$ cat src/rtl/rf_write_arbiter.sv
// ---------------------------------------------------------------------------
// rf_write_arbiter
//
// Shares the single register-file write port among N_REQ writeback
// requesters (ALU, load unit, special-register writer). A round-robin
// pointer selects which valid requester is granted. The accepted command is
// registered and drives the register file during the following cycle.
//
// Parameters
//   N_REQ  number of requesters (2..4)
//   AW     write address width; the register file holds 16 entries, so the
//          top address bit must be 0 for a mode-00 write
//   DW     data width
//
// Ports
//   clk          clock, rising edge
//   reset        asynchronous, active-high
//   i_req_valid  per-requester write pending
//   o_req_ready  one-hot combinational grant (transfer on valid & ready)
//   i_req_addr   per-requester destination, slice i = [i*AW +: AW]
//   i_req_data   per-requester write data, slice i = [i*DW +: DW]
//   i_req_mode   per-requester mode: 00 full write, 01 r10[31:16],
//                10 r10[15:0], 11 full r11
//   i_rf_stall   blocks all grants this cycle
//   o_rf_we      register file write enable
//   o_rf_addr    register file write address (addr_wr_dest)
//   o_rf_data    register file write data (data_in)
//   o_rf_ctrl    register file write control (control_rf)
//   o_err_addr   sticky: a mode-00 request with the top address bit set
//                was accepted
//   o_busy       any request pending or a write in flight
//   i_rd_addr    read addresses s,t,d (slice 0 = s), forwarding only
//   o_fwd_hit    per read port: address matches the in-flight write
//
// Optional feature macro: RF_ARB_FWD_EN
//   defined   -> o_fwd_hit compares the in-flight write target against
//                each read address
//   undefined -> o_fwd_hit is tied to 0 and i_rd_addr is ignored
// ---------------------------------------------------------------------------
module rf_write_arbiter #(
    parameter int N_REQ = 3,
    parameter int AW    = 5,
    parameter int DW    = 32
) (
    input  logic                clk,
    input  logic                reset,
    input  logic [N_REQ-1:0]    i_req_valid,
    output logic [N_REQ-1:0]    o_req_ready,
    input  logic [N_REQ*AW-1:0] i_req_addr,
    input  logic [N_REQ*DW-1:0] i_req_data,
    input  logic [N_REQ*2-1:0]  i_req_mode,
    input  logic                i_rf_stall,
    output logic                o_rf_we,
    output logic [AW-1:0]       o_rf_addr,
    output logic [DW-1:0]       o_rf_data,
    output logic [1:0]          o_rf_ctrl,
    output logic                o_err_addr,
    output logic                o_busy,
    input  logic [3*AW-1:0]     i_rd_addr,
    output logic [2:0]          o_fwd_hit
);

    localparam int PW = (N_REQ > 1) ? $clog2(N_REQ) : 1;
    localparam int SW = PW + 1;

    // Round-robin pointer and registered write command
    logic [PW-1:0] r_rr_ptr;
    logic          r_rf_we;
    logic [AW-1:0] r_rf_addr;
    logic [DW-1:0] r_rf_data;
    logic [1:0]    r_rf_ctrl;
    logic          r_err_addr;

    // Arbitration results
    logic [N_REQ-1:0] w_grant;
    logic [PW-1:0]    w_gnt_idx;
    logic             w_accept;
    logic [SW-1:0]    w_scan_sum;
    logic [PW-1:0]    w_scan_idx;
    logic [PW-1:0]    w_ptr_nxt;

    // Selected requester fields
    logic [AW-1:0] w_sel_addr;
    logic [DW-1:0] w_sel_data;
    logic [1:0]    w_sel_mode;
    logic          w_sel_bad;

    // Scan from the pointer upward (modulo N_REQ) and grant the first valid requester
    always_comb begin
        w_grant    = '0;
        w_gnt_idx  = '0;
        w_accept   = 1'b0;
        w_scan_sum = '0;
        w_scan_idx = '0;
        if (reset || i_rf_stall) begin
            w_accept = 1'b0;
        end else begin
            for (int k = 0; k < N_REQ; k++) begin
                w_scan_sum = {1'b0, r_rr_ptr} + SW'(k);
                if (w_scan_sum >= SW'(N_REQ)) begin
                    w_scan_sum = w_scan_sum - SW'(N_REQ);
                end else begin
                    w_scan_sum = w_scan_sum;
                end
                w_scan_idx = w_scan_sum[PW-1:0];
                if (!w_accept && i_req_valid[w_scan_idx]) begin
                    w_accept  = 1'b1;
                    w_gnt_idx = w_scan_idx;
                end else begin
                    w_accept  = w_accept;
                end
            end
            w_grant[w_gnt_idx] = w_accept;
        end
    end

    // Pointer moves to the slot after the accepted requester
    always_comb begin
        if (w_gnt_idx == PW'(N_REQ - 1)) begin
            w_ptr_nxt = '0;
        end else begin
            w_ptr_nxt = w_gnt_idx + PW'(1);
        end
    end

    // AND-OR mux of the granted requester's command (grant is one-hot)
    always_comb begin
        w_sel_addr = '0;
        w_sel_data = '0;
        w_sel_mode = 2'b00;
        for (int i = 0; i < N_REQ; i++) begin
            w_sel_addr = w_sel_addr | ({AW{w_grant[i]}} & i_req_addr[i*AW +: AW]);
            w_sel_data = w_sel_data | ({DW{w_grant[i]}} & i_req_data[i*DW +: DW]);
            w_sel_mode = w_sel_mode | ({2{w_grant[i]}}  & i_req_mode[i*2 +: 2]);
        end
        // Only full writes use the address; r10/r11 modes ignore it entirely
        w_sel_bad = (w_sel_mode == 2'b00) && w_sel_addr[AW-1];
    end

    // Pointer, output command stage and sticky address error
    always_ff @(posedge clk or posedge reset) begin
        if (reset) begin
            r_rr_ptr   <= '0;
            r_rf_we    <= 1'b0;
            r_rf_addr  <= '0;
            r_rf_data  <= '0;
            r_rf_ctrl  <= 2'b00;
            r_err_addr <= 1'b0;
        end else if (w_accept) begin
            // A bad full-write is still consumed, but its slot writes nothing
            r_rr_ptr   <= w_ptr_nxt;
            r_rf_we    <= !w_sel_bad;
            r_rf_addr  <= w_sel_addr;
            r_rf_data  <= w_sel_data;
            r_rf_ctrl  <= w_sel_mode;
            r_err_addr <= r_err_addr | w_sel_bad;
        end else begin
            r_rf_we    <= 1'b0;
        end
    end

    assign o_req_ready = w_grant;
    assign o_rf_we     = r_rf_we;
    assign o_rf_addr   = r_rf_addr;
    assign o_rf_data   = r_rf_data;
    assign o_rf_ctrl   = r_rf_ctrl;
    assign o_err_addr  = r_err_addr;
    assign o_busy      = (|i_req_valid) | r_rf_we;

`ifdef RF_ARB_FWD_EN
    logic [AW-1:0] w_fwd_tgt;
    logic [2:0]    w_fwd_hit;

    // Register actually written by the in-flight command
    always_comb begin
        case (r_rf_ctrl)
            2'b00:   w_fwd_tgt = r_rf_addr;
            2'b01:   w_fwd_tgt = AW'(10);
            2'b10:   w_fwd_tgt = AW'(10);
            2'b11:   w_fwd_tgt = AW'(11);
            default: w_fwd_tgt = r_rf_addr;
        endcase
    end

    // Compare each read port against the in-flight target
    always_comb begin
        w_fwd_hit = 3'b000;
        for (int j = 0; j < 3; j++) begin
            if (r_rf_we && (i_rd_addr[j*AW +: AW] == w_fwd_tgt)) begin
                w_fwd_hit[j] = 1'b1;
            end else begin
                w_fwd_hit[j] = 1'b0;
            end
        end
    end

    assign o_fwd_hit = w_fwd_hit;
`else
    logic w_unused_rd_addr;
    assign w_unused_rd_addr = ^i_rd_addr;
    assign o_fwd_hit        = 3'b000;
`endif

endmodule

$ cat config.mk
export PLATFORM = sky130hd
export DESIGN_NAME = rf_write_arbiter
export DESIGN_NICKNAME = d
export VERILOG_FILES = /design/src/rtl/rf_write_arbiter.sv
export SDC_FILE = /design/constraint.sdc
export NUM_CORES = 1
export LEC_CHECK = 0
export CAP_MARGIN = 20
export CORE_MARGIN = 2
export CORE_UTILIZATION = 36
export CTS_BUF_LIST = sky130_fd_sc_hd__clkbuf_4 sky130_fd_sc_hd__clkbuf_8
export DETAILED_ROUTE_END_ITERATION = 8
export GPL_ROUTABILITY_DRIVEN = 1
export HOLD_SLACK_MARGIN = 0.05
export PLACE_DENSITY = 0.93
export RECOVER_POWER = 25
export SLEW_MARGIN = 20
export SYNTH_ARGS = -nofsm -noshare
export SYNTH_HDL_FRONTEND = slang
export SYNTH_SLANG_ARGS = --single-unit
$ cat constraint.sdc
create_clock -name clk -period 3.5 [get_ports clk]
set_clock_uncertainty 0.2 [all_clocks]
set_input_delay 0.7 -clock clk [delete_from_list [all_inputs] [get_ports clk]]
set_output_delay 0.7 -clock clk [all_outputs]
set_load 0.05 [all_outputs]
==> flow_summary.rst <==
.. list-table::
   :header-rows: 1

   * - Metric
     - Value
   * - Internal power of the cells
     - 0.001851 W
   * - Async SR Flop Fraction
     - 100.0%
   * - Highest-delay cell along the critical path
     - sky130_fd_sc_hd__a2111oi_4
   * - Vias in the first global route
     - 2711
   * - Min Tclk post-route
     - 3.393 ns
   * - Status
     - finished with violations
   * - Weighted congestion at the end of routability-driven global placement
     - 0.8569
   * - Final hold vios
     - 0
   * - Simple-gate area share of the yosys netlist
     - 14.79%
   * - Fraction of the mapped netlist area in compound gates
     - 34.22%
   * - VDD IR-drop max
     - 381.9 uV
   * - Yosys reg bits
     - 43
   * - Critical Path RT
     - 2.60 ns
   * - Critical path origin
     - i_req_valid[0]
   * - Fraction of final layout cells with drive strength greater than 1
     - 12.53%
   * - Critical path startpoint category
     - input port
   * - Max_cap viols
     - 1
   * - Crit end category
     - output port
   * - Clock-pin slew reported for the worst setup and hold paths after clock tree synthesis
     - 0.08 ns
   * - Kind of critical path
     - in2out
   * - Remaining antenna violation count
     - 0
   * - # IOs
     - 186
   * - Diodes inserted
     - 0
   * - Mean instance size in the synthesized netlist
     - 9.957 um^2
   * - Period utilisation layout
     - 96.93%
   * - Final net count
     - 564
   * - Worst max-slew margin expressed relative to the limit
     - -6.410%
   * - DRC violation total after the first TritonRoute iteration
     - 151
   * - Die width
     - 88.80 um
   * - Total buffers and inverters traversed by the critical path
     - 2
   * - Switching share of power
     - 49.99%
   * - Biggest fanout along the worst timing path
     - 6
   * - Final wirelength
     - 8571 um
   * - Clock root cell
     - sky130_fd_sc_hd__clkbuf_8
   * - Post-synthesis adder-cell area fraction
     - 1.450%
   * - Power per unit of standard cell area
     - 824.9 nW/um^2
   * - Proportion of power drawn by combinational gates
     - 67.9%
   * - Commonest cells after routing, fill and taps aside
     - sky130_fd_sc_hd__clkdlybuf4s50_1, sky130_fd_sc_hd__dfrtp_1, sky130_fd_sc_hd__nand2_1, sky130_fd_sc_hd__nor2_1, sky130_fd_sc_hd__a21oi_1
   * - Wire length of the first global-routing pass
     - 12730 um
   * - Count of input and output buffers
     - 167
   * - Violated checks
     - capacitance limit, slew limit
   * - Die Ht
     - 88.80 um
   * - EDFF count, synth
     - 0
   * - Setup TNS after final layout
     - 0 ns
   * - Number of endpoints failing setup at the final stage
     - 0
   * - Dominant delay contributor by cell family on the critical path
     - compound AO/OA/AOI/OAI gates
   * - Worst hold slack across all endpoints
     - 0.2841 ns
   * - Initial core utilization
     - 37.69%
   * - Worst slew pin tran
     - 1.594 ns
   * - Sum of net half-perimeters after detailed placement
     - 6592 um
   * - TritonCTS clock tree
     - done
   * - Placement row count
     - 30
   * - Number of standard cells after synthesis
     - 260
   * - Floorplan core area
     - 6869 um^2
   * - Max Freq
     - 294.8 MHz
   * - Number of warnings reported in the yosys synthesis log
     - 0
   * - XOR/XNOR Fraction of Synth Area
     - 0%
   * - Maximum number of pins on one net before global-route repair
     - 44
   * - Post-synthesis sequential area ratio
     - 41.57%
   * - Number of antenna violations at the first check in global routing
     - 0
   * - Routed len/inst
     - 16.51 um
   * - Die ar.
     - 7885 um^2
   * - Clk Latency, worst-skew pair
     - 0.28 ns
   * - Net Sw Power
     - 0.001850 W
   * - Synth Flop Type
     - sky130_fd_sc_hd__dfrtp_1
   * - Crit path largest cell delay
     - 0.50 ns
   * - Overflow left after global routing
     - 0
   * - Routed via count
     - 2731
   * - Layout overhead on the synthesized area
     - 73.27%
   * - Inserted Clock Buffers
     - 5
   * - Power share of the clock group
     - 10.1%
   * - GRT Overall Usage
     - 20.80%
   * - Number of iterations in the first detailed-routing pass
     - 7
   * - Worst hold path type
     - reg2reg
   * - Main combinational cell family by area after synthesis
     - compound AO/OA/AOI/OAI gates
   * - Distinct cell type count after synthesis
     - 47
   * - Leading cell type in the layout, fill and taps excluded
     - sky130_fd_sc_hd__clkdlybuf4s50_1
   * - Syn Std Cell Area
     - 2589 um^2
   * - R2R setup slack
     - 0.45 ns
   * - Final Max Tran Viols
     - 44
   * - Startpoint of the worst-slack reg-to-reg timing path
     - r_rr_ptr[0]
   * - Post-synthesis mux area share
     - 0.3867%
   * - Sequential cell fraction of total power
     - 22.0%
   * - Sequence of cells on the critical path
     - clkdlybuf4s50_1 > a21boi_1 > nor3_4 > o211ai_2 > a2111oi_4 > buf_12
   * - Vias per cell
     - 5.262
   * - Sink Count
     - 43
   * - CTS H-Tree Depth
     - 2
   * - Leakage component of the power
     - 1.807 nW
   * - Largest buffer count on any clock path
     - 2
   * - Residual DRC
     - 0
   * - Data arrival at the endpoint of the critical path
     - 2.49 ns
   * - Launch instance of the worst min-delay path
     - o_rf_data[8]
   * - Setup repair after global routing missed its margin
     - false
## power by group through the flow
| stage | Clock [W] | Combinational [W] | Sequential, W |
|---|---|---|---|
| 2_1_floorplan | 0 | 0.00103 | 0.00148 |
| 3_3_place_gp | 0 | 0.00245 | 0.000810 |
| 3_5_place_dp | 0 | 0.00251 | 0.000825 |
| 4_1_cts | 0.000385 | 0.00251 | 0.000816 |
| 5_1_grt | 0.000405 | 0.00267 | 0.000841 |
| 6_report | 0.000375 | 0.00251 | 0.000814 |
## routing by layer
| layer | share of wire (%) | wire [um] | up-vias | global-route usage [%] |
|---|---|---|---|---|
| li1 | - | - | 1307 | - |
| met1 | 38 | 3251 | 1267 | 23.24 |
| met2 | 51 | 4399 | 151 | 39.01 |
| met3 | 10 | 862 | 6 | 5.504 |
| met4 | 0.68 | 58 | 0 | 5.096 |
| met5 | 0 | 0 | - | 0 |
## repair_timing
| action | CTS | global route |
|---|---|---|
| endpoints found under the setup margin | 1 | 1 |
| buffers inserted | 0 | 1 |
| gates cloned | 0 | 0 |
| resized for setup | 0 | 2 |
| pin swaps | 1 | 2 |
| hold buffers | 0 | 0 |
## synth_stat cells (2+ instances only)
cell	instances	share of area [%]
sky130_fd_sc_hd__dfrtp_1	43	42
sky130_fd_sc_hd__nand2_1	41	5.9
sky130_fd_sc_hd__nor2_1	23	3.3
sky130_fd_sc_hd__a21oi_1	22	4.3
sky130_fd_sc_hd__o21ai_1	20	3.9
sky130_fd_sc_hd__a221oi_2	19	11
sky130_fd_sc_hd__a222oi_1	18	7.0
sky130_fd_sc_hd__buf_2	7	1.4
sky130_fd_sc_hd__clkbuf_1	7	1.0
sky130_fd_sc_hd__buf_4	6	1.7
sky130_fd_sc_hd__buf_6	6	2.6
sky130_fd_sc_hd__inv_1	5	0.73
sky130_fd_sc_hd__ha_1	3	1.5
sky130_fd_sc_hd__a21o_1	2	0.58
sky130_fd_sc_hd__and2_1	2	0.48
sky130_fd_sc_hd__and3_1	2	0.48
sky130_fd_sc_hd__nand2b_1	2	0.48
sky130_fd_sc_hd__nand3b_1	2	0.58
sky130_fd_sc_hd__o21a_1	2	0.58
## path summary, 6_finish.rpt
kind                                  endpoint  depth (start not counted)
worst max-delay path            o_req_ready[1]                          6
worst min-delay path              o_rf_data[8]                          2
worst max register to register      o_err_addr                         10
worst min register to register    o_rf_data[8]                          2
max in group asynchronous        o_rf_data[28]                          2
min in group asynchronous              o_rf_we                          2
## layout make-up
cell class / instances / area (um^2)
Sequential cell: 43 / 1076
Clock inverter: 1 / 30.03
Inverter: 5 / 18.77
Multi-Input combinational cell: 188 / 1353
Clock buffer: 6 / 76.32
Tap cell: 96 / 120.1
Timing Repair Buffer: 180 / 1812
Fill cell: 555 / 2384
## cells by family after synthesis
| family | after synthesis |
|---|---|
| fa+ha+maj | 3 |
| simple gates | 82 |
| compound gates | 99 |
| buf+inv | 31 |
| flops | 43 |
| mux | 1 |
| other cells | 1 |
## state kept, by name, summed over array words and instances (netlist names)
name        flops
o_rf_we         1
o_rf_data      32
r_rr_ptr        2
o_err_addr      1
o_rf_ctrl       2
o_rf_addr       5
## metrics by stage
| step | util (%) | setup slack, ns | total power, W | cell area [um^2] | std cells |
|---|---|---|---|---|---|
| 4_1_cts | 65.12 | 0.02676 | 0.003715 | 4473 | 518 |
| 5_1_grt | 65.30 | 0.004235 | 0.003918 | 4486 | 519 |
| 6_report | 65.30 | 0.1073 | 0.003700 | 4486 | 519 |
| 3_5_place_dp | 63.57 | 0.01025 | 0.003335 | 4367 | 511 |
| 2_1_floorplan | - | 0.4749 | 0.002512 | 2596 | 262 |
| 3_3_place_gp | 63.57 | 0.05939 | 0.003260 | 4367 | 511 |
## worst min-delay path: stages, from the launching register on
cell and delay (ns):
sky130_fd_sc_hd__dfrtp_1 0.34, sky130_fd_sc_hd__nand2_1 0.05, sky130_fd_sc_hd__o21ai_1 0.06
No activity file was read; power rests on OpenSTA's default activity.
